<file path="config.mk">
export PLATFORM = sky130hd
export DESIGN_NAME = uart_rx_ctrl
export DESIGN_NICKNAME = d
export VERILOG_FILES = /design/src/rtl/uart_pkg.sv /design/src/rtl/uart_rx_fifo.sv /design/src/rtl/uart_rx_ctrl.sv
export SDC_FILE = /design/constraint.sdc
export NUM_CORES = 1
export LEC_CHECK = 0
export ABC_AREA = 0
export BUFFER_PORTS_ARGS = -buffer_cell sky130_fd_sc_hd__buf_2
export CORE_MARGIN = 4
export CORE_UTILIZATION = 48
export CTS_CLUSTER_DIAMETER = 40
export DETAILED_ROUTE_END_ITERATION = 7
export GPL_ROUTABILITY_DRIVEN = 0
export GPL_TIMING_DRIVEN = 0
export HOLD_SLACK_MARGIN = 0.15
export PLACE_DENSITY = 0.76
export SETUP_SLACK_MARGIN = 0.05
export SKIP_LAST_GASP = 1
export SLEW_MARGIN = 20
export SYNTH_ARGS = -nofsm -noshare
export SYNTH_HDL_FRONTEND = slang
export SYNTH_SLANG_ARGS = --single-unit
</file>
<file path="constraint.sdc">
create_clock -name clk -period 7.4 [get_ports clk]
set_input_delay 1.48 -clock clk [delete_from_list [all_inputs] [get_ports clk]]
set_output_delay 1.48 -clock clk [all_outputs]
set_load 0.02 [all_outputs]
</file>
<file path="src/rtl/uart_pkg.sv">
// Shared register map, bit positions and defaults for the UART receive controller.
package uart_pkg;

  typedef enum logic [1:0] {REG_DATA, REG_STATUS, REG_CTRL, REG_DIV} uart_reg_e;

  localparam int CTRL_EN_BIT     = 0;
  localparam int CTRL_SNUM_BIT   = 1;
  localparam int CTRL_IRQ_EN_BIT = 2;
  localparam int CTRL_FLUSH_BIT  = 3;

  localparam int STAT_NOT_EMPTY_BIT = 0;
  localparam int STAT_FULL_BIT      = 1;
  localparam int STAT_OVERRUN_BIT   = 2;
  localparam int STAT_RXING_BIT     = 3;
  localparam int STAT_COUNT_LSB     = 8;

  localparam int DATA_VALID_BIT = 8;

  // 50 MHz / (16 * 115200) - 1
  localparam int UART_DIV_RESET = 26;

endpackage

</file>
<file path="src/rtl/uart_rx_fifo.sv">
// Circular byte buffer for received characters with push/pop/flush and occupancy count.
// A push while full is accepted only when a pop frees a slot in the same cycle.
module uart_rx_fifo #(
  parameter int DEPTH = 8,
  parameter int AW    = $clog2(DEPTH),
  parameter int CW    = AW + 1
) (
  input  logic          clk,
  input  logic          reset,
  input  logic          push_i,
  input  logic [7:0]    data_i,
  input  logic          pop_i,
  input  logic          flush_i,
  output logic [7:0]    head_o,
  output logic          empty_o,
  output logic          full_o,
  output logic [CW-1:0] count_o,
  output logic [CW-1:0] count_next_o,
  output logic          drop_o
);

  logic [7:0]    mem_q [DEPTH];
  logic [AW-1:0] wr_ptr_q, wr_ptr_d;
  logic [AW-1:0] rd_ptr_q, rd_ptr_d;
  logic [CW-1:0] count_q, count_d;
  logic          do_push, do_pop;

  assign empty_o = (count_q == '0);
  assign full_o  = (count_q == CW'(DEPTH));
  assign do_pop  = pop_i & ~empty_o & ~flush_i;
  assign do_push = push_i & ~flush_i & (~full_o | do_pop);
  assign drop_o  = push_i & ~flush_i & full_o & ~do_pop;

  always_comb begin
    wr_ptr_d = wr_ptr_q;
    rd_ptr_d = rd_ptr_q;
    count_d  = count_q;
    if (flush_i) begin
      wr_ptr_d = '0;
      rd_ptr_d = '0;
      count_d  = '0;
    end else begin
      if (do_push) wr_ptr_d = wr_ptr_q + AW'(1);
      if (do_pop)  rd_ptr_d = rd_ptr_q + AW'(1);
      count_d = count_q + CW'(do_push) - CW'(do_pop);
    end
  end

  always_ff @(posedge clk) begin
    if (reset) begin
      wr_ptr_q <= '0;
      rd_ptr_q <= '0;
      count_q  <= '0;
    end else begin
      wr_ptr_q <= wr_ptr_d;
      rd_ptr_q <= rd_ptr_d;
      count_q  <= count_d;
    end
  end

  always_ff @(posedge clk) begin
    if (do_push) mem_q[wr_ptr_q] <= data_i;
  end

  assign head_o       = mem_q[rd_ptr_q];
  assign count_o      = count_q;
  assign count_next_o = count_d;

endmodule

</file>
<file path="src/rtl/uart_rx_ctrl.sv">
// Bus-mapped UART receive controller: baud tick generator, stop-bit select,
// byte capture on rx_done rising edge into a FIFO, status and interrupt.
module uart_rx_ctrl
  import uart_pkg::*;
#(
  parameter int DEPTH     = 8,
  parameter int DIV_W     = 16,
  parameter int DIV_RESET = UART_DIV_RESET
) (
  input  logic        clk,
  input  logic        reset,
  input  logic        sel,
  input  logic        we,
  input  logic [1:0]  addr,
  input  logic [31:0] wdata,
  output logic [31:0] rdata,
  input  logic [7:0]  d_rx,
  input  logic        rx_done,
  input  logic        rxing,
  output logic        tick,
  output logic        snum,
  output logic        irq
);

  localparam int CW = $clog2(DEPTH) + 1;

  uart_reg_e   reg_sel;
  logic        wr, rd, flush, pop;

  logic        enable_q, enable_d;
  logic        snum_q, snum_d;
  logic        irq_en_q, irq_en_d;
  logic        overrun_q, overrun_d;
  logic        irq_q, irq_d;
  logic        rx_done_q;
  logic        push_q, push_d;
  logic [7:0]  rx_byte_q;
  logic [DIV_W-1:0] div_q, div_d;
  logic [DIV_W-1:0] cnt_q, cnt_d;
  logic [31:0] rdata_q, rdata_d;
  logic [31:0] status_word, ctrl_word;

  logic [7:0]    fifo_head;
  logic          fifo_empty, fifo_full, fifo_drop;
  logic [CW-1:0] fifo_count, fifo_count_next;

  assign reg_sel = uart_reg_e'(addr);
  assign wr      = sel & we;
  assign rd      = sel & ~we;
  assign flush   = wr & (reg_sel == REG_CTRL) & wdata[CTRL_FLUSH_BIT];
  assign pop     = rd & (reg_sel == REG_DATA);

  uart_rx_fifo #(.DEPTH(DEPTH)) u_fifo (
    .clk          (clk),
    .reset        (reset),
    .push_i       (push_q),
    .data_i       (rx_byte_q),
    .pop_i        (pop),
    .flush_i      (flush),
    .head_o       (fifo_head),
    .empty_o      (fifo_empty),
    .full_o       (fifo_full),
    .count_o      (fifo_count),
    .count_next_o (fifo_count_next),
    .drop_o       (fifo_drop)
  );

  always_comb begin
    status_word = '0;
    status_word[STAT_NOT_EMPTY_BIT]       = ~fifo_empty;
    status_word[STAT_FULL_BIT]            = fifo_full;
    status_word[STAT_OVERRUN_BIT]         = overrun_q;
    status_word[STAT_RXING_BIT]           = rxing;
    status_word[STAT_COUNT_LSB +: CW]     = fifo_count;
    ctrl_word = '0;
    ctrl_word[CTRL_EN_BIT]     = enable_q;
    ctrl_word[CTRL_SNUM_BIT]   = snum_q;
    ctrl_word[CTRL_IRQ_EN_BIT] = irq_en_q;
  end

  always_comb begin
    enable_d  = enable_q;
    snum_d    = snum_q;
    irq_en_d  = irq_en_q;
    div_d     = div_q;
    overrun_d = overrun_q;
    rdata_d   = rdata_q;

    if (wr && reg_sel == REG_CTRL) begin
      enable_d = wdata[CTRL_EN_BIT];
      snum_d   = wdata[CTRL_SNUM_BIT];
      irq_en_d = wdata[CTRL_IRQ_EN_BIT];
    end
    if (wr && reg_sel == REG_DIV) div_d = wdata[DIV_W-1:0];
    if (wr && reg_sel == REG_STATUS && wdata[STAT_OVERRUN_BIT]) overrun_d = 1'b0;
    // A drop in the same cycle as a clear wins, so no lost byte goes unreported.
    if (fifo_drop) overrun_d = 1'b1;

    if (rd) begin
      unique case (reg_sel)
        REG_DATA:   rdata_d = fifo_empty ? '0 : 32'({1'b1, fifo_head});
        REG_STATUS: rdata_d = status_word;
        REG_CTRL:   rdata_d = ctrl_word;
        REG_DIV:    rdata_d = 32'(div_q);
        default:    rdata_d = '0;
      endcase
    end

    if (wr && reg_sel == REG_DIV)  cnt_d = '0;
    else if (!enable_q)            cnt_d = '0;
    else if (cnt_q >= div_q)       cnt_d = '0;
    else                           cnt_d = cnt_q + DIV_W'(1);

    push_d = rx_done & ~rx_done_q & enable_q;
    irq_d  = irq_en_d & ((fifo_count_next != '0) | overrun_d);
  end

  always_ff @(posedge clk) begin
    if (reset) begin
      enable_q  <= 1'b0;
      snum_q    <= 1'b0;
      irq_en_q  <= 1'b0;
      overrun_q <= 1'b0;
      irq_q     <= 1'b0;
      rx_done_q <= 1'b0;
      push_q    <= 1'b0;
      rx_byte_q <= '0;
      div_q     <= DIV_W'(DIV_RESET);
      cnt_q     <= '0;
      rdata_q   <= '0;
    end else begin
      enable_q  <= enable_d;
      snum_q    <= snum_d;
      irq_en_q  <= irq_en_d;
      overrun_q <= overrun_d;
      irq_q     <= irq_d;
      rx_done_q <= rx_done;
      push_q    <= push_d;
      rx_byte_q <= d_rx;
      div_q     <= div_d;
      cnt_q     <= cnt_d;
      rdata_q   <= rdata_d;
    end
  end

  assign tick  = enable_q & (cnt_q == div_q);
  assign snum  = snum_q;
  assign irq   = irq_q;
  assign rdata = rdata_q;

endmodule

</file>
=== Word-level counts from Yosys, hierarchy flattened ===
Memories as Yosys holds them, arrays and structs flattened. A register that Yosys moved wholly into a read port is not among the register bits.
Cells that the tools add are included.

* Register bits: 89
* Memory bits (writable): 64
* Input port bits: 48
* Output and inout bits: 35
* Word-level logic and storage cells: 69
* Memories kept: 1

{| class="wikitable"
|+ Memory list
! name !! depth !! width !! rd ports !! clocked after memory_dff !! wr ports !! RTL line !! text
|-
| u_fifo.mem_q || 8 || 8 || 1 || 1 || 1 || uart_rx_fifo.sv:22 || <nowiki>logic [7:0] mem_q [DEPTH];</nowiki>
|}

* Add/sub/neg operators: 5
* $lt $le $gt $ge: 1
* Equality and inequality tests: 5
* Multiplexer cells: 10
* Bitwise logic cells: 24
* Reduce and logical (&&, ||, !) cells: 9

{| class="wikitable"
|+ Operators with widths
! cell !! count
|-
| $pmux 32 s4 || 1
|-
| $add 16x1->16 const B || 1
|-
| $eq 16x16->1 || 1
|-
| $ge 16x16->1 || 1
|-
| $and 1x1->1 || 15
|-
| $mux 9 || 1
|-
| $not 1->1 || 7
|-
| $add 3x1->3 const B || 2
|-
| $mux 3 || 2
|-
| $mux 1 || 5
|-
| $add 4x1->4 || 1
|-
| $eq 2x2->1 const B || 2
|-
| $eq 4x4->1 const B || 1
|-
| $logic_and 1x1->1 || 4
|-
| $logic_not 4->1 || 1
|-
| $mux 4 || 1
|-
| $reduce_bool 4->1 || 1
|-
| $reduce_or 4->1 || 1
|-
| $sub 4x1->4 || 1
|-
| $eq 2x1->1 const B || 1
|-
| $logic_not 2->1 || 1
|-
| $or 1x1->1 || 2
|-
| $reduce_or 2->1 || 1
|}

=== Depth between registers and ports, before layout ===
* Depth in word-level cells: 13
* Gate-level depth with buffers: 12
* Mapped depth without buffers: 12

=== Cells and area by module ===
A second synthesis with hierarchy kept.

* Cells, all modules: 540
* Area, all modules: 6322.3 sq um

{| class="wikitable"
|+ By module, submodules not included
! module !! times used !! cells each !! area each (sq um) !! seq. area each (sq um)
|-
| uart_rx_fifo || 1 || 185 || 3255.6 || 2182.1
|-
| uart_rx_ctrl || 1 || 355 || 3066.7 || 1261.2
|}

=== Worst setup path before layout ===
OpenSTA, ideal clock, no wires.

* Path type: in2reg
* Start point: input addr[1]
* End point: register irq_q (netlist: irq)
* Setup time: 126 ps
* Data arrival time: 3585 ps
* Data required time: 7274 ps
* Slack: 3688 ps
* Stages on the path: 10
* Cells stage by stage: buf_6 or4b_4 or3_1 nand2_1 ha_1 fa_1 nor2_1 nand2_1 o31ai_1 a21boi_1

* Longest elaborated chain between the ends: 13

{| class="wikitable"
|+ RTL lines
! element !! RTL line !! text
|-
| start: declaration || uart_rx_ctrl.sv:14 || <nowiki>input logic [1:0] addr,</nowiki>
|-
| $eq 2x2->1 || uart_rx_ctrl.sv:50, uart_rx_ctrl.sv:89 ||
|-
| $and 1x1->1 (2 in a row) || uart_rx_ctrl.sv:50 || <nowiki>assign flush = wr & (reg_sel == REG_CTRL) & wdata[CTRL_FLUSH_BIT];</nowiki>
|-
| $not 1->1 || uart_rx_fifo.sv:30, uart_rx_fifo.sv:31, uart_rx_fifo.sv:32 ||
|-
| $and 1x1->1 || uart_rx_fifo.sv:30 || <nowiki>assign do_pop = pop_i & ~empty_o & ~flush_i;</nowiki>
|-
| $or 1x1->1 || uart_rx_fifo.sv:31 || <nowiki>assign do_push = push_i & ~flush_i & (~full_o | do_pop);</nowiki>
|-
| $and 1x1->1 || uart_rx_fifo.sv:31 ||
|-
| $add 4x1->4 || uart_rx_fifo.sv:45 || <nowiki>count_d = count_q + CW'(do_push) - CW'(do_pop);</nowiki>
|-
| $sub 4x1->4 || uart_rx_fifo.sv:45 ||
|-
| $mux 4 || uart_rx_fifo.sv:38 || <nowiki>if (flush_i) begin</nowiki>
|-
| $reduce_bool 4->1 || uart_rx_ctrl.sv:115 || <nowiki>irq_d = irq_en_d & ((fifo_count_next != '0) | overrun_d);</nowiki>
|-
| $or 1x1->1 || uart_rx_ctrl.sv:115 ||
|-
| $and 1x1->1 (*) || uart_rx_ctrl.sv:115 ||
|-
| end signal: assignment || uart_rx_ctrl.sv:136 || <nowiki>irq_q <= irq_d;</nowiki>
|-
| end: declaration || uart_rx_ctrl.sv:34 || <nowiki>logic irq_q, irq_d;</nowiki>
|}

Mark *: on every way between the ends. The rest lies on a longest branch, timed or not.
A chain may end at the register's enable or synchronous reset.

=== Worst setup path after layout ===
* Start point: register div_q[13]
* End point: output tick

* Longest elaborated chain between the ends: 2

{| class="wikitable"
|+ RTL lines
! element !! RTL line !! text
|-
| start: declaration || uart_rx_ctrl.sv:38 || <nowiki>logic [DIV_W-1:0] div_q, div_d;</nowiki>
|-
| start signal: assignment || uart_rx_ctrl.sv:128 || <nowiki>div_q <= DIV_W'(DIV_RESET);</nowiki>
|-
| start signal: assignment || uart_rx_ctrl.sv:140 || <nowiki>div_q <= div_d;</nowiki>
|-
| $eq 16x16->1 || uart_rx_ctrl.sv:146 || <nowiki>assign tick = enable_q & (cnt_q == div_q);</nowiki>
|-
| $and 1x1->1 || uart_rx_ctrl.sv:146 ||
|-
| end: declaration || uart_rx_ctrl.sv:20 || <nowiki>output logic tick,</nowiki>
|}

Every way passes these cells.

==> reports/results.ini <==
[logic_synthesis]
synth_area_leaders = edfxtp_1 31%, dfxtp_1 25%, mux4_2 5.9%
synthCells = 526
synth_area_leader_cell = edfxtp_1
synth_area_sq_um = 6110
synth_commonest_cells = 76 x dfxtp_1, 64 x edfxtp_1, 54 x nand2_1
synth_top_area_share_pct = 31.4
synthArstFlopShare_pct = 0
seq_area_frac_synth_pct = 56.3
synthFlopType = dfxtp_1
synth.most_common_cell = dfxtp_1
ys_warn_count = 0
syn-mean-instance-area_sq_um = 11.6
synth_edf_count = 64
ys_ff_latch = 140
synth.distinct_cells = 55

[setup_path]
r2r_end = irq
end_kind = output port
slowest_stage = nor4_1
timing.rr.start = u_fifo.count_o[2]
critPathMaxFanout = 3
ff2ff_path_depth = 12
reg2reg_slack_ns = 4.34
path_class = reg2out
required_ns = 5.92
arrival_ns = 2.21
cp_cell_sequence = inv_1 > ha_1 > nand4_1 > nor4_1 > and4_1 > buf_2
start_kind = flip-flop
slowest_delay_ns = 0.41
critical_path_buf_inv_count = 2
path_delay_family = simple AND/OR/NAND/NOR gates

[timing]
fin_crit_ns = 3.69
hold_ws_ns = 0.487
setup_tns_ns = 0
clock_skew_ns = 0.00843
tightest_slew_ns = 0.873
maxSlewViolCount = 0
finalCritPeriodShare_pct = 49.8
finalHoldViolations = 0
relSlewSlack_pct = 41.5
rsz0062_at_grt = no
setup_viol = 0
worst_slack_ns = 3.71
fmax_mhz = 271

[finish]
syn_to_final_growth_pct = 18.0
fin_area_sq_um = 7210
drive_gt1_share_pct = 23.0
nets = 682
diodes = 0

[clock_tree]
cts_root_buf = clkbuf_16
clkTransAtPathRegs_ns = 0.06
cts_buffers = 17
clock_latency_ns = 0.43
cts_tree = yes
hold_buffers = 0
cts.sinks = 140
post_cts_buffers = 0
clockBufferDepth = 2
cts_resized = 0
h-tree-depth = 4

[pwr]
power.density_nw_per_um2 = 238
peakVddDrop_mv = 0.176
p_leak_uw = 0.00266

[global_routing]
grt_max_degree = 17
gr-usage-all-layers_pct = 19.4
grt-ovfl-total = 0
antenna_found_initial = 0
grt_pass1_wl_um = 21600
grt_pass1_vias = 4127

[routing]
antenna_left = 0
drtIter0Drc = 290
routed_wl_um = 13700
drt-pass1-iter-count = 5
wl_per_cell_um = 17.3
drt_drc_violations_left = 0
vias = 4331
vias_per_cell = 5.48

[hold_path]
hold_path.class = reg2reg
holdPathEnd = div_q[8]
hp-start = div_q[8]
hold-path-cell-count = 2

[floorplanning]
core_area_sq_um = 12300
io_pins = 83
die_y_um = 121
start_util_pct = 49.8
die_w_um = 121
rows = 40
die_area_sq_um = 14600

[run_status]
outcome = finished clean

[placed_design]
post-place-ws_ns = 3.36
hpwlAfterDp_um = 9790
numPortBuffers = 49
dpl_cell_area_sq_um = 6650

[run]
cap_violations = 0

through the flow:
stage / cells / utilization, % / power [uW]
floorplan: 541 / - / 895
global placement: 758 / 54.0 / 923
detailed placement: 758 / 54.2 / 926
CTS: 790 / 58.8 / 1720
global route: 790 / 58.8 / 1770
finish: 790 / 58.8 / 1720
cell type report:
| cell class | count | area (sq um) |
|---|---|---|
| Multi-Input combinational cell | 336 | 2420 |
| Clock inverter | 10 | 91.3 |
| Tap cell | 168 | 210 |
| Clock buffer | 22 | 475 |
| Inverter | 29 | 109 |
| Buffer | 36 | 216 |
| Fill cell | 953 | 5050 |
| Timing Repair Buffer | 49 | 245 |
| Sequential cell | 140 | 3440 |
where the power goes:
part	internal (uW)	total, uW	switching, uW
sequential	818	827	9.97
clock	489	808	319
combinational	31.6	83.5	51.9
total	1340	1720	380
per-layer routing:
metal,vias up,global-route usage [%],share of wire (%)
met3,14,4.91,6.9
met4,0,7.44,1.3
li1,2057,-,-
met1,2083,25.6,43
met2,177,30.7,49
met5,-,0,0
state kept, by name, summed over array words and instances, names as in the netlist, named ones only:
register         cells
u_fifo.mem_q        64
cnt_q               16
div_q               16
rdata               16
rx_byte_q            8
u_fifo.count_o       4
u_fifo.rd_ptr_q      3
u_fifo.wr_ptr_q      3
enable_q             1
irq                  1
irq_en_q             1
overrun_q            1
push_q               1
rx_done_q            1
snum                 1
cell families (layout without fill, tap and decap cells):
| family | after synthesis | count (layout) | synth area share, % |
|---|---|---|---|
| fa+ha+maj | 25 | 25 | 5.24 |
| simple gates | 162 | 162 | 14.0 |
| flops | 140 | 140 | 56.3 |
| xor+xnor | 16 | 16 | 2.29 |
| compound gates | 94 | 94 | 9.52 |
| buf+inv | 65 | 146 | 5.32 |
| mux | 23 | 23 | 7.19 |
| other cells | 1 | 16 | 0.0614 |
worst min-delay path, stage by stage (launching register included):
cell and delay [ns]:
dfxtp_1 0.33, nand2_1 0.06, a21oi_1 0.05
how the worst max path moves through the flow:
stage,startpoint,end,slack (ns),depth (start not counted)
global placement,addr[1],u_fifo.mem_q[2][6],3.23,6
CTS,div_q[13],tick,3.70,6
detailed placement,addr[1],irq,3.36,11
floorplan,addr[1],irq,3.69,10
global route,div_q[15],tick,3.60,6
finish,div_q[13],tick,3.71,6
placed cells by master, fill, tap and decap left out, drive strengths merged, types with 3 or more instances in the layout:
cell type,count
a22oi,15
inv,29
nor2,21
nor4,6
nand2,55
ha,24
xnor2,12
a21oi,43
buf,76
nor3,24
nor4b,3
nand3,12
a221oi,3
clkbuf,31
a21boi,3
nor2b,11
nand2b,4
edfxtp,64
xor2,4
clkinv,7
mux2,7
nand4,7
conb,16
o21ai,16
and2,5
dfxtp,76
o211ai,3
mux4,16
Note: power is estimated with default switching activity, not from simulation.
